--- src/rtl/uart_tx_arbiter.sv ---
// rtl/uart_tx_arbiter.sv - round-robin byte arbiter feeding an 8N1 UART transmitter (optional macro: UART_ARB_LOCK_EN)
module uart_tx_arbiter #(
  parameter int NREQ    = 4,
  parameter int CLK_MHZ = 50,
  parameter int BAUD    = 115200
) (
  input  logic                    clk,
  input  logic                    rstn,
  input  logic [NREQ-1:0]         req_valid,
  input  logic [8*NREQ-1:0]       req_data,
  output logic [NREQ-1:0]         req_ready,
`ifdef UART_ARB_LOCK_EN
  input  logic [NREQ-1:0]         req_lock,
`endif
  output logic                    uart_tx,
  output logic                    busy,
  output logic [$clog2(NREQ)-1:0] grant_id
);

  localparam int DIV   = (CLK_MHZ * 1000000) / BAUD;
  localparam int DIV_W = (DIV > 1) ? $clog2(DIV) : 1;
  localparam int ID_W  = $clog2(NREQ);

  typedef enum logic [1:0] {
    S_IDLE  = 2'd0,
    S_START = 2'd1,
    S_DATA  = 2'd2,
    S_STOP  = 2'd3
  } state_t;

  state_t            state_q, state_d;
  logic [7:0]        shift_q, shift_d;
  logic [2:0]        bit_cnt_q, bit_cnt_d;
  logic [DIV_W-1:0]  div_cnt_q, div_cnt_d;
  logic [ID_W-1:0]   ptr_q, ptr_d;
  logic [ID_W-1:0]   grant_id_q, grant_id_d;
  logic              uart_tx_q, uart_tx_d;
`ifdef UART_ARB_LOCK_EN
  logic              granted_q, granted_d;
`endif

  logic [NREQ-1:0]   eligible;
  logic              found_hi, found_lo, win_found;
  logic [ID_W-1:0]   idx_hi, idx_lo, win_idx;
  logic [NREQ-1:0]   win_onehot;
  logic [7:0]        win_byte;
  logic              div_last;

  // Round-robin winner search: first eligible index above ptr, else first at or below it
  always_comb begin
    eligible = req_valid;
`ifdef UART_ARB_LOCK_EN
    // A locked last-winner is the only candidate; nobody else may cut in
    if (granted_q && req_lock[ptr_q]) begin
      eligible = req_valid & (NREQ'(1) << ptr_q);
    end
`endif
    found_hi = 1'b0;
    found_lo = 1'b0;
    idx_hi   = '0;
    idx_lo   = '0;
    // Scanning downward lets the lowest matching index overwrite the others
    for (int j = NREQ - 1; j >= 0; j--) begin
      if (eligible[j] && (ID_W'(j) > ptr_q)) begin
        found_hi = 1'b1;
        idx_hi   = ID_W'(j);
      end
      if (eligible[j] && (ID_W'(j) <= ptr_q)) begin
        found_lo = 1'b1;
        idx_lo   = ID_W'(j);
      end
    end
    win_found  = found_hi | found_lo;
    win_idx    = found_hi ? idx_hi : idx_lo;
    win_onehot = NREQ'(1) << win_idx;
    win_byte   = '0;
    for (int i = 0; i < NREQ; i++) begin
      if (ID_W'(i) == win_idx) begin
        win_byte = req_data[8*i +: 8];
      end
    end
  end

  // Accept strobe is only offered while idle and out of reset
  always_comb begin
    req_ready = '0;
    if (rstn && (state_q == S_IDLE) && win_found) begin
      req_ready = win_onehot;
    end
  end

  // Frame sequencer: next state, shift register, counters and the registered line level
  always_comb begin
    state_d    = state_q;
    shift_d    = shift_q;
    bit_cnt_d  = bit_cnt_q;
    div_cnt_d  = div_cnt_q;
    ptr_d      = ptr_q;
    grant_id_d = grant_id_q;
    uart_tx_d  = uart_tx_q;
`ifdef UART_ARB_LOCK_EN
    granted_d  = granted_q;
`endif
    div_last   = (div_cnt_q == DIV_W'(DIV - 1));

    unique case (state_q)
      S_IDLE: begin
        uart_tx_d = 1'b1;
        if (win_found) begin
          shift_d    = win_byte;
          ptr_d      = win_idx;
          grant_id_d = win_idx;
          bit_cnt_d  = '0;
          div_cnt_d  = '0;
          uart_tx_d  = 1'b0;
          state_d    = S_START;
`ifdef UART_ARB_LOCK_EN
          granted_d  = 1'b1;
`endif
        end
      end
      S_START: begin
        if (div_last) begin
          div_cnt_d = '0;
          uart_tx_d = shift_q[0];
          state_d   = S_DATA;
        end else begin
          div_cnt_d = div_cnt_q + 1'b1;
        end
      end
      S_DATA: begin
        if (div_last) begin
          div_cnt_d = '0;
          shift_d   = shift_q >> 1;
          bit_cnt_d = bit_cnt_q + 1'b1;
          if (bit_cnt_q == 3'd7) begin
            uart_tx_d = 1'b1;
            state_d   = S_STOP;
          end else begin
            uart_tx_d = shift_q[1];
          end
        end else begin
          div_cnt_d = div_cnt_q + 1'b1;
        end
      end
      S_STOP: begin
        uart_tx_d = 1'b1;
        if (div_last) begin
          div_cnt_d = '0;
          state_d   = S_IDLE;
        end else begin
          div_cnt_d = div_cnt_q + 1'b1;
        end
      end
      default: begin
        state_d   = S_IDLE;
        uart_tx_d = 1'b1;
      end
    endcase
  end

  // State register; reset aborts any frame and parks ptr so requester 0 wins first
  always_ff @(posedge clk) begin
    if (!rstn) begin
      state_q    <= S_IDLE;
      shift_q    <= '0;
      bit_cnt_q  <= '0;
      div_cnt_q  <= '0;
      ptr_q      <= ID_W'(NREQ - 1);
      grant_id_q <= '0;
      uart_tx_q  <= 1'b1;
`ifdef UART_ARB_LOCK_EN
      granted_q  <= 1'b0;
`endif
    end else begin
      state_q    <= state_d;
      shift_q    <= shift_d;
      bit_cnt_q  <= bit_cnt_d;
      div_cnt_q  <= div_cnt_d;
      ptr_q      <= ptr_d;
      grant_id_q <= grant_id_d;
      uart_tx_q  <= uart_tx_d;
`ifdef UART_ARB_LOCK_EN
      granted_q  <= granted_d;
`endif
    end
  end

  assign uart_tx  = uart_tx_q;
  assign busy     = (state_q != S_IDLE);
  assign grant_id = grant_id_q;

endmodule

--- config.mk ---
export PLATFORM = sky130hd
export DESIGN_NAME = uart_tx_arbiter
export DESIGN_NICKNAME = d
export VERILOG_FILES = /design/src/rtl/uart_tx_arbiter.sv
export SDC_FILE = /design/constraint.sdc
export NUM_CORES = 1
export LEC_CHECK = 0
export ABC_AREA = 1
export BUFFER_PORTS_ARGS = -buffer_cell sky130_fd_sc_hd__buf_2
export CORE_MARGIN = 3
export CORE_UTILIZATION = 30
export CTS_CLUSTER_DIAMETER = 100
export DETAILED_ROUTE_END_ITERATION = 8
export SLEW_MARGIN = 25
export SYNTH_ARGS = -nofsm -noshare
export SYNTH_HDL_FRONTEND = slang
export SYNTH_SLANG_ARGS = --single-unit
--- constraint.sdc ---
create_clock -name clk -period 2.1 [get_ports clk]
set_input_delay 0.21 -clock clk [delete_from_list [all_inputs] [get_ports clk]]
set_output_delay 0.21 -clock clk [all_outputs]
set_load 0.1 [all_outputs]
==> summary.txt, run 1 <==
Run status
  • Outcome: finished clean

Global routing
  • Global route overflow: 0
  • Total GRT Usage: between 10% and 20%
  • Largest net degree at the start of global routing: 20
  • Initial antenna violation count: 0
  • Vias in the first global route: roughly 1,700
  • First-pass GRT wire length: between 7000 and 8000 um

Place
  • Gp weighted congestion: 0.7794
  • Dpl cells: 380
  • Port Buf Inserts: between 40 and 50
  • HPWL after DPL: ~3500 um

Worst setup path
  • Worst reg2reg path depth: 12
  • Crit start category: register
  • Crit. End Element: primary output
  • R2r endpoint: shift_q[5]
  • Crit. Startpoint: ptr_q[1]
  • Worst path required time: approximately 1900 ps
  • Critical path data arrival time: around 1800 ps
  • Crit-path max FO: 8
  • Crit Path Class: reg -> out
  • R2R setup slack: 200 ps
  • Worst r2r src: ptr_q[1]

Power
  • Sw frac: a little over half
  • Net switching power: approximately 1.6 mW
  • Sequential power share: 24.4%
  • Pleak: 1.073 nW
  • Gate power share: 65.3%
  • Internal power: ~1.5 mW
  • Pwr dens: 1281 nW/um^2
  • Clock Power Share: between 10% and 20%
  • Peak supply drop: around 0.00066 V

Yosys
  • Ys flop type: dfxtp_1
  • FF+latch count, synth: 27
  • Synth cell types: 39
  • Mapped Area: about 1900 um^2
  • EDFF count, synth: 0
  • Area leader, netlist: dfxtp_1
  • Synth top area cells: dfxtp_1 (29%), nand2_1 (12%), ha_1 (6.0%), nand3_1 (5.6%), a21oi_1 (4.8%)
  • Mapped Nets: between 300 and 400
  • Async SR Flop Fraction: 0%
  • Yosys top cell area share: between 20 and 30%
  • Syn avg cell area: approximately 7 um^2
  • Yosys Warn Count: 0
  • Seq/Total Area, Yosys: ~29%
  • Mapped Cells: between 200 and 300

CTS
  • Worst-path clk slew: approximately 100 ps
  • CTS max path bufs: 2
  • CTS HTree Levels: 1
  • Clk_lat worst skew: around 280 ps
  • CTS Buf Count: 3
  • Clock sink total: 27
  • Root Buffer: clkbuf_8
  • TritonCTS clock tree: built

Floorplan
  • Die extent in y: 84.91 um
  • FP Rows: 28
  • Starting Density: between 30% and 40%
  • Die Wd: around 85 um
  • Full die area: 7210 um^2
  • Core Box Area: about 6000 um^2
  • # IOs: 46

STA
  • Tmin final: between 1500 and 2000 ps
  • Final Hold Viols: 0
  • RSZ-0062 raised after global routing: no
  • Final setup viols: 0
  • Hold_ws: between 200 and 300 ps
  • Achievable Freq: between 0.5 and 0.6 GHz
  • Final period util: a little over nine tenths
  • Worst rel slew slack: 67.44%
  • Least-Margin Pin Slew: slightly below 500 ps
  • Final Max Tran Viols: 0
  • Clk_skew: 8.172 ps

Min path
  • Hold EP: ptr_q[1]
  • Worst hold-check path type: in -> reg
  • Hold path depth: 2
  • Hold path startpoint: rstn

Detailed routing
  • First-pass DRT Iterations: 4
  • DR iter-0 viols: between 50 and 60
  • Post-DR wirelength/cell: about 11 um
  • Vias after detailed routing: approximately 1,900
  • Vias/cell: 4.770
  • Post-Route WL: 4424 um
  • Antenna Nets Post-Route: 0
  • Drt drc: 0

Layout
  • Layout Cells excl Fill: about 400
  • Layout cell share with drive strength beyond 1: 31.01%
  • Most frequent cells in the layout: nand2_1 (60), buf_2 (41), dfxtp_1 (26)
  • Post-layout nets: between 300 and 400
  • Ant. Diodes: 0
  • Syn-to-layout area delta: 27.60%
  • Commonest non-fill, non-tap cell in the layout: nand2_1

Job
  • Max-cap viol count: 0
[worst max-delay path by stage]
stage                        end  slack (ps)  depth (start not counted)
global route        req_ready[0]          20                          7
finish              req_ready[0]         120                          7
CTS                 req_ready[3]          80                         10
floorplan           req_ready[0]        -310                          6
global placement      shift_q[7]         370                         11
detailed placement    shift_q[1]         350                         10
[timing repair]
item,CTS,global route
setup endpoints to repair,0,3
resized for setup,0,1
setup buffers,0,6
hold buffers,0,0
[power groups by stage]
stage                     logic (mW)  clock network, mW  registers (mW)
after floorplan                 1.47                  0           0.876
after global placement          1.90                  0           0.760
after detailed placement        1.91                  0           0.758
after CTS                       1.92              0.326           0.747
after global routing            2.22              0.350           0.770
final                           1.99              0.315           0.746
[state kept, by name, summed over array words and instances (netlist names)]
register	flops
div_cnt_q	9
shift_q	8
bit_cnt_q	3
grant_id	2
ptr_q	2
state_q	2
uart_tx	1
[per-stage QoR]
step | total power, mW | utilization (%) | area [um^2] | setup TNS, ps | worst slack, ps
final | 3.053 | 39.79 | 2384 | 0 | 120.3
after global routing | 3.339 | 39.79 | 2384 | 0 | 19.08
after floorplan | 2.341 | - | 1931 | -696.4 | -309.4
after CTS | 2.990 | 38.81 | 2325 | 0 | 79.40
after detailed placement | 2.672 | 37.97 | 2275 | 0 | 350.7
after global placement | 2.662 | 37.97 | 2275 | 0 | 370.3
[critical path, cell delays in order (launching register included)]
cell	delay, ps
dfxtp_1	390
inv_2	80
nand2_4	80
nor2_4	50
a21oi_4	330
nand2_8	120
nor3_4	230
buf_12	200
[final cells by class]
type / instances / area (um^2)
fillers: 623 / 3607
well taps: 75 / 93.84
clock inverters: 1 / 8.758
repair buffers: 53 / 345.3
multi-input cells: 202 / 1231
flip-flops and latches: 27 / 541.8
clock buffers: 3 / 41.29
inverters: 30 / 121.4
[cell usage after synthesis (4+ instances only)]
| cell | count |
|---|---|
| inv_2 | 4 |
| a21oi_1 | 18 |
| inv_1 | 24 |
| o21ai_0 | 15 |
| nor2_1 | 11 |
| nor3_1 | 5 |
| o211ai_1 | 4 |
| ha_1 | 9 |
| nand3_1 | 21 |
| nand2_1 | 61 |
| nand4_1 | 13 |
| nor2_2 | 4 |
| nand2_4 | 4 |
| o21ai_1 | 9 |
| dfxtp_1 | 27 |
[layer usage]
metal | global-route usage, % | routed length [um] | vias to the layer above
met5 | 0 | 0 | -
met4 | 3.453 | 36 | 0
met3 | 2.816 | 250 | 4
met2 | 19.36 | 1910 | 58
met1 | 17.43 | 2227 | 802
li1 | - | - | 1001
[logic make-up after synthesis]
group,Yosys count,share of synthesized area (%)
and+or+nand+nor,134,37.17
AOI/OAI and AO/OA,57,18.55
buffers and inverters,37,8.841
DFF,27,28.94
adders and majority gates,9,6.028
xor gates and xnor gates,1,0.4689
No activity file was read; power rests on OpenSTA's default activity.
==> run 2: changes to the inputs <==
--- a/config.mk
+++ b/config.mk
@@ -11,6 +11,7 @@
 export CORE_UTILIZATION = 30
 export CTS_CLUSTER_DIAMETER = 100
 export DETAILED_ROUTE_END_ITERATION = 8
+export HOLD_SLACK_MARGIN = 0.15
 export SLEW_MARGIN = 25
 export SYNTH_ARGS = -nofsm -noshare
 export SYNTH_HDL_FRONTEND = slang
==> constraint.sdc (replaced) <==
create_clock -name clk -period 1.7 [get_ports clk]
set_input_delay 0.17 -clock clk [delete_from_list [all_inputs] [get_ports clk]]
set_output_delay 0.17 -clock clk [all_outputs]
set_load 0.1 [all_outputs]
==> run 2 against run 1 <==
Net effect: the run now ends with negative setup slack left; hold slack worse by 7.1 ps; clock skew down 1.9 ps; total power grew 48%; first-iteration DRC count fell by 21%; utilization rose by 6.1 points; clock power up 18%; combinational power rose by 63%.
==> summary.txt, run 2 (synthesis results as in run 1) <==
Run status
  • Outcome: finished, violations left (was finished clean)
  • Failing checks: negative setup slack

STA
  • Final Max Tran Viols: 0 (unchanged)
  • Achievable Freq: about 0.56 GHz
  • Clk_skew: 6.244 ps (was 8.172 ps)
  • Final period util: 105.8%
  • Least-Margin Pin Slew: 501.0 ps (was 491.7 ps)
  • Final worst slack: -98.72 ps (was 120.3 ps)
  • Worst rel slew slack: 66.83% (was 67.44%)
  • Final Hold Viols: 0 (unchanged)
  • RSZ-0062 raised after global routing: yes (was no)
  • Tmin final: about 1800 ps
  • Final setup viols: 4 (was 0)

Floorplan
  • Core Box Area: 5991 um^2 (unchanged)
  • Starting Density: 31.18% (unchanged)
  • Die Wd: 84.91 um (unchanged)
  • Die extent in y: 84.91 um (unchanged)
  • Full die area: 7210 um^2 (unchanged)
  • FP Rows: 28 (unchanged)
  • # IOs: 46 (unchanged)

Layout
  • Layout cell share with drive strength beyond 1: 41.81% (was 31.01%)
  • Most frequent cells in the layout: nand2_1 (55), buf_2 (40), buf_4 (28) (was nand2_1 (60), buf_2 (41), dfxtp_1 (26))
  • Design Area, Final: 2748 um^2 (was 2384 um^2)
  • Commonest non-fill, non-tap cell in the layout: nand2_1 (unchanged)
  • Syn-to-layout area delta: 47.09% (was 27.60%)
  • Fill count: 606 (was 623)
  • Biggest register: div_cnt_q (unchanged)
  • Largest register FFs: 9 (unchanged)
  • Post-layout nets: 390 (was 364)
  • Ant. Diodes: 0 (unchanged)
  • Top flop regs: div_cnt_q: 9 flops, shift_q: 8 flops, bit_cnt_q: 3 flops (unchanged)
  • Post-Route Utilization: 45.86% (was 39.79%)

Power
  • Pwr dens: 1649 nW/um^2 (was 1281 nW/um^2)
  • Internal power: 2.321 mW (was 1.459 mW)
  • Gate power share: 71.5% (was 65.3%)
  • Clock Power Share: 8.2% (was 10.3%)
  • Pleak: 1.232 nW (was 1.073 nW)
  • Sw frac: 48.78% (was 52.22%)
  • Peak supply drop: 0.0009657 V (was 0.0006619 V)
  • Total chip power: 4.531 mW (was 3.053 mW)
  • Sequential power share: 20.3% (was 24.4%)
  • Net switching power: 2.210 mW (was 1.594 mW)

Detailed routing
  • DR iter-0 viols: 46 (was 58)
  • Post-DR wirelength/cell: 12.00 um (was 11.31 um)
  • Antenna Nets Post-Route: 0 (unchanged)
  • Post-Route WL: 5006 um (was 4424 um)
  • Vias/cell: 4.894 (was 4.770)
  • Drt drc: 0 (unchanged)
  • First-pass DRT Iterations: 4 (unchanged)
  • Vias after detailed routing: 2,041 (was 1,865)

Job
  • Max-cap viol count: 0 (unchanged)

Worst setup path
  • Worst r2r src: ptr_q[1] (unchanged)
  • Worst reg2reg path depth: 12 (unchanged)
  • R2r endpoint: shift_q[0] (was shift_q[5])
  • Worst path required time: 1530 ps (was 1890 ps)
  • Cell Chain, Critical Path: inv_4, nand2_4, nor2_4, nor2_4, nand2_4, inv_8, nor3_4, buf_12 (was inv_2, nand2_4, nor2_4, a21oi_4, nand2_8, nor3_4, buf_12)
  • Slowest stage cell on the critical path: dfxtp_4 (was dfxtp_1)
  • R2R setup slack: 10 ps (was 200 ps)
  • Critical path data arrival time: 1630 ps (was 1770 ps)
  • Crit. End Element: primary output (unchanged)
  • CP peak stage delay: 370 ps (was 390 ps)
  • Crit-path max FO: 4 (was 8)
  • Crit start category: register (unchanged)
  • Crit Path Class: reg -> out (unchanged)

Min path
  • Hold path startpoint: req_data[30] (was rstn)
  • Hold path depth: 5 (was 2)
  • Hold EP: shift_q[6] (was ptr_q[1])
  • Worst hold-check path type: in -> reg (unchanged)

CTS
  • Root Buffer: clkbuf_8 (unchanged)
  • CTS Buf Count: 3 (unchanged)
  • Clk_lat worst skew: 270 ps (was 280 ps)
  • CTS max path bufs: 2 (unchanged)
  • CTS HTree Levels: 1 (unchanged)
  • Worst-path clk slew: 100 ps (about the same)
  • TritonCTS clock tree: built (unchanged)
  • Clock sink total: 27 (unchanged)

Place
  • Pre-CTS setup slack: 14.61 ps (was 350.7 ps)
  • HPWL after DPL: 3547 um (was 3509 um)
  • Port Buf Inserts: 45 (unchanged)
  • Gp weighted congestion: 0.7874 (was 0.7794)
  • Area after DPL: 2347 um^2 (was 2275 um^2)

Global routing
  • First-pass GRT wire length: 8480 um (was 7569 um)
  • Largest net degree at the start of global routing: 15 (was 20)
  • Vias in the first global route: 1,911 (was 1,720)
  • Initial antenna violation count: 0 (unchanged)
  • Total GRT Usage: 14.07% (was 12.49%)
  • Global route overflow: 0 (unchanged)
-- run 2: cell types whose count changed in the layout (fill, tap and decap cells not counted), moves of 4 or more --
cell,previous run,this run
a21oi_1,18,13
nor2_4,5,9
a21oi_2,1,6
nand2_1,60,55
buf_4,8,28
-- run 2: stage by stage --
| stage | TNS (ps) | hold WS [ps] | cells |
|---|---|---|---|
| 2_1_floorplan | -3520 | 371.3 | 265 |
| 3_3_place_gp | 0 | 451.6 | 389 |
| 3_5_place_dp | 0 | 463.3 | 389 |
| 4_1_cts | -391.0 | 263.7 | 408 |
| 5_1_grt | -1189 | 281.8 | 417 |
| 6_report | -326.1 | 264.5 | 417 |
-- run 2: worst max-delay path, delay by kind of cell, from the launching register on --
kind                   cells  cell delay (ps)
AND/OR/NAND/NOR            5              640
flip-flops                 1              370
buffers and inverters      3              330
-- run 2: worst max path at each step --
stage	cells past startpoint	startpoint	endpoint	slack, ps
after floorplan	6	state_q[1]	req_ready[0]	-670
after CTS	8	ptr_q[1]	req_ready[0]	-110
after global placement	9	div_cnt_q[1]	shift_q[4]	70
final	8	ptr_q[1]	req_ready[0]	-100
after detailed placement	9	div_cnt_q[1]	shift_q[3]	10
after global routing	8	ptr_q[1]	req_ready[0]	-180
-- run 2: repair_timing --
item | 4_1_cts | 5_1_grt
gates cloned | 0 | 1
setup endpoints to repair | 5 | 16
hold buffers | 0 | 0
buffers inserted | 15 | 8
resized for setup | 11 | 31
pin swaps | 10 | 13
-- run 2: power by group through the flow --
stage / clock network [mW] / registers (mW) / logic (mW)
2_1_floorplan: 0 / 1.08 / 1.82
3_3_place_gp: 0 / 0.925 / 2.44
3_5_place_dp: 0 / 0.927 / 2.46
4_1_cts: 0.382 / 0.918 / 2.85
5_1_grt: 0.413 / 0.942 / 3.55
6_report: 0.372 / 0.920 / 3.24
-- run 2: layer usage --
metal | track usage, % | wire length [um] | share of wire [%]
met4 | 3.885 | 68 | 1.4
met5 | 0 | 0 | 0
met1 | 17.82 | 2255 | 45
met3 | 3.592 | 378 | 7.6
met2 | 23.70 | 2304 | 46
-- run 2: final cells by class --
type	count	area, um^2	area share, %
Multi-Input combinational cell	201	1315	47.86
Timing Repair Buffer	80	619.3	22.54
Sequential cell	27	548.0	19.95
Inverter	30	126.4	4.599
Tap cell	75	93.84	3.415
Clock buffer	4	45.04	1.639
==> run 3: changes to the inputs <==
--- a/config.mk
+++ b/config.mk
@@ -7,11 +7,13 @@
 export LEC_CHECK = 0
 export ABC_AREA = 1
 export BUFFER_PORTS_ARGS = -buffer_cell sky130_fd_sc_hd__buf_2
+export CORE_ASPECT_RATIO = 1.75
 export CORE_MARGIN = 3
 export CORE_UTILIZATION = 30
 export CTS_CLUSTER_DIAMETER = 100
 export DETAILED_ROUTE_END_ITERATION = 8
 export HOLD_SLACK_MARGIN = 0.15
+export RECOVER_POWER = 50
 export SLEW_MARGIN = 25
 export SYNTH_ARGS = -nofsm -noshare
 export SYNTH_HDL_FRONTEND = slang
==> run 3 against run 2 <==
Net effect: the run still ends with negative setup slack left; global-route usage is 0.38 points higher; combinational power fell by 9.0%; hold slack got worse by 32 ps; critical path depth is 1 lower; sequential power grew 2%; wire length about the same; die area grew 0.52%; utilization fell by 1.9 points; critical endpoint unchanged.
==> summary.txt, run 3 (synthesis results as in run 1) <==
STA
  • Achievable Freq: 0.5632 GHz (was 0.5560 GHz)
  • RSZ-0062 raised after global routing: yes (unchanged)
  • Final Hold Viols: 0 (unchanged)
  • Final Max Tran Viols: 0 (unchanged)
  • Final worst slack: -75.43 ps (was -98.72 ps)
  • Least-Margin Pin Slew: 552.5 ps (was 501.0 ps)
  • Clk_skew: 8.343 ps (was 6.244 ps)
  • Tmin final: 1775 ps (was 1799 ps)
  • Hold_ws: 232.6 ps (was 264.5 ps)
  • Worst rel slew slack: 63.32% (was 66.83%)
  • Final period util: 104.4% (was 105.8%)
  • Final setup viols: 5 (was 4)

Detailed routing
  • Post-DR wirelength/cell: 12.12 um (was 12.00 um)
  • Vias after detailed routing: 2,003 (was 2,041)
  • Antenna Nets Post-Route: 0 (unchanged)
  • Drt drc: 0 (unchanged)
  • Vias/cell: 4.850 (was 4.894)
  • First-pass DRT Iterations: 4 (unchanged)
  • DR iter-0 viols: 69 (was 46)
  • Post-Route WL: 5007 um (was 5006 um)

Min path
  • Hold path startpoint: rstn (was req_data[30])
  • Hold path depth: 2 (was 5)
  • Hold EP: uart_tx (was shift_q[6])
  • Worst hold-check path type: in -> reg (unchanged)

Layout
  • Ant. Diodes: 0 (unchanged)
  • Layout cell share with drive strength beyond 1: 38.81% (was 41.81%)
  • Commonest non-fill, non-tap cell in the layout: nand2_1 (unchanged)
  • Top flop regs: div_cnt_q: 9 flops, shift_q: 8 flops, bit_cnt_q: 3 flops (unchanged)
  • Biggest register: div_cnt_q (unchanged)
  • Most frequent cells in the layout: nand2_1 (59), buf_2 (37), buf_4 (26) (was nand2_1 (55), buf_2 (40), buf_4 (28))
  • Fill count: 611 (was 606)
  • Post-layout nets: 383 (was 390)
  • Reg area: 548.0 um^2 (unchanged)
  • Syn-to-layout area delta: 40.52% (was 47.09%)
  • Area of the multi-input gates: 1290 um^2 (was 1315 um^2)
  • Largest register FFs: 9 (unchanged)

CTS
  • Worst-path clk slew: 100 ps (about the same)
  • CTS Buf Count: 3 (unchanged)
  • CTS HTree Levels: 1 (unchanged)
  • Root Buffer: clkbuf_8 (unchanged)
  • Clock sink total: 27 (unchanged)
  • # hold bufs at CTS: 0 (unchanged)
  • TritonCTS clock tree: built (unchanged)
  • CTS max path bufs: 2 (unchanged)
  • Clk_lat worst skew: 280 ps (was 270 ps)

Worst setup path
  • Worst path required time: 1530 ps (about the same)
  • Crit. End Element: primary output (unchanged)
  • Crit start category: register (unchanged)
  • Critical path data arrival time: 1610 ps (was 1630 ps)
  • R2r endpoint: shift_q[7] (was shift_q[0])
  • Worst reg2reg path depth: 13 (was 12)
  • Worst r2r src: ptr_q[1] (unchanged)
  • Crit-path max FO: 4 (unchanged)
  • R2R setup slack: 0 ps (was 10 ps)
  • Crit Path Class: reg -> out (unchanged)

Global routing
  • Total GRT Usage: 14.45% (was 14.07%)
  • Vias in the first global route: 1,955 (was 1,911)
  • Largest net degree at the start of global routing: 18 (was 15)
  • First-pass GRT wire length: 8376 um (was 8480 um)
  • Global route overflow: 0 (unchanged)
  • Initial antenna violation count: 0 (unchanged)

Job
  • Max-cap viol count: 0 (unchanged)

Power
  • Peak supply drop: 0.001008 V (was 0.0009657 V)
  • Pleak: 1.176 nW (was 1.232 nW)
  • Total chip power: 4.276 mW (was 4.531 mW)
  • Pwr dens: 1629 nW/um^2 (was 1649 nW/um^2)

Floorplan
  • Die Wd: 65.65 um (was 84.91 um)
  • # IOs: 46 (unchanged)
  • FP Rows: 37 (was 28)
  • Die extent in y: 110.4 um (was 84.91 um)
  • Core Box Area: 5972 um^2 (was 5991 um^2)
  • Starting Density: 31.28% (was 31.18%)
  • Full die area: 7247 um^2 (was 7210 um^2)

Run status
  • Failing checks: negative setup slack (unchanged)
  • Outcome: finished, violations left (unchanged)

Place
  • Port Buf Inserts: 45 (unchanged)
  • Gp weighted congestion: 0.8180 (was 0.7874)
  • HPWL after DPL: 3828 um (was 3547 um)
==> run 3: cell types whose count changed in the layout (fill, tap and decap cells not counted), moves of 2 or more <==
cell,before,now
a21oi_2,6,2
a21oi_1,13,17
inv_2,8,6
buf_6,3,1
nand2_1,55,59
inv_1,18,20
nand2_2,6,4
clkbuf_2,0,3
buf_2,40,37
buf_8,2,0
buf_4,28,26
nand2_4,6,4
==> run 3: stage by stage <==
step	std cells	setup TNS, ps	setup WS, ps	cell area (um^2)	utilization (%)
final	413	-253.2	-75.43	2625	43.96
after global routing	413	-1458	-165.1	2625	43.96
after CTS	410	-442.1	-89.45	2554	42.76
after detailed placement	392	0	26.34	2364	39.58
after global placement	392	0	20.88	2364	39.58
after floorplan	265	-3520	-669.4	1936	-
==> run 3: area by class of cell <==
cell class	count	area share, %
Clock buffer	3	1.573
Multi-Input combinational cell	201	49.14
Inverter	30	4.814
Tap cell	78	3.718
Clock inverter	1	0.2860
Sequential cell	27	20.88
Timing Repair Buffer	73	19.59
==> run 3: where the power goes <==
part           switching (mW)  internal, mW  total, mW
Combinational            1.80          1.15       2.95
Sequential              0.118         0.817      0.935
Clock                   0.221         0.167      0.387
Total                    2.14          2.14       4.28
==> run 3: repair_timing <==
action | 4_1_cts | 5_1_grt
pin swaps | 9 | 15
setup buffers | 14 | 4
resized for setup | 11 | 13
setup endpoints to repair | 4 | 15
==> run 3: routing by layer <==
metal	GRT usage (%)	up-vias	routed length, um
met3	2.028	10	183
met4	7.122	0	140
li1	-	1035	-
met1	15.06	918	1917
met2	27.42	40	2765
met5	0	-	0
==> run 3: worst max path at each step <==
stage                     startpoint      endpoint  slack (ps)
final                     state_q[1]  req_ready[0]         -80
after floorplan           state_q[1]  req_ready[0]        -670
after global placement      ptr_q[1]    shift_q[7]          20
after detailed placement    ptr_q[1]    shift_q[7]          30
after global routing      state_q[1]  req_ready[0]        -170
after CTS                   ptr_q[1]  req_ready[0]         -90
==> run 3: critical path: stages (launching register included) <==
cell and delay, ps:
dfxtp_2 350, inv_2 80, ha_4 150, clkinvlp_4 100, nor2_4 120, nand2_4 110, nor3_4 240, buf_12 200
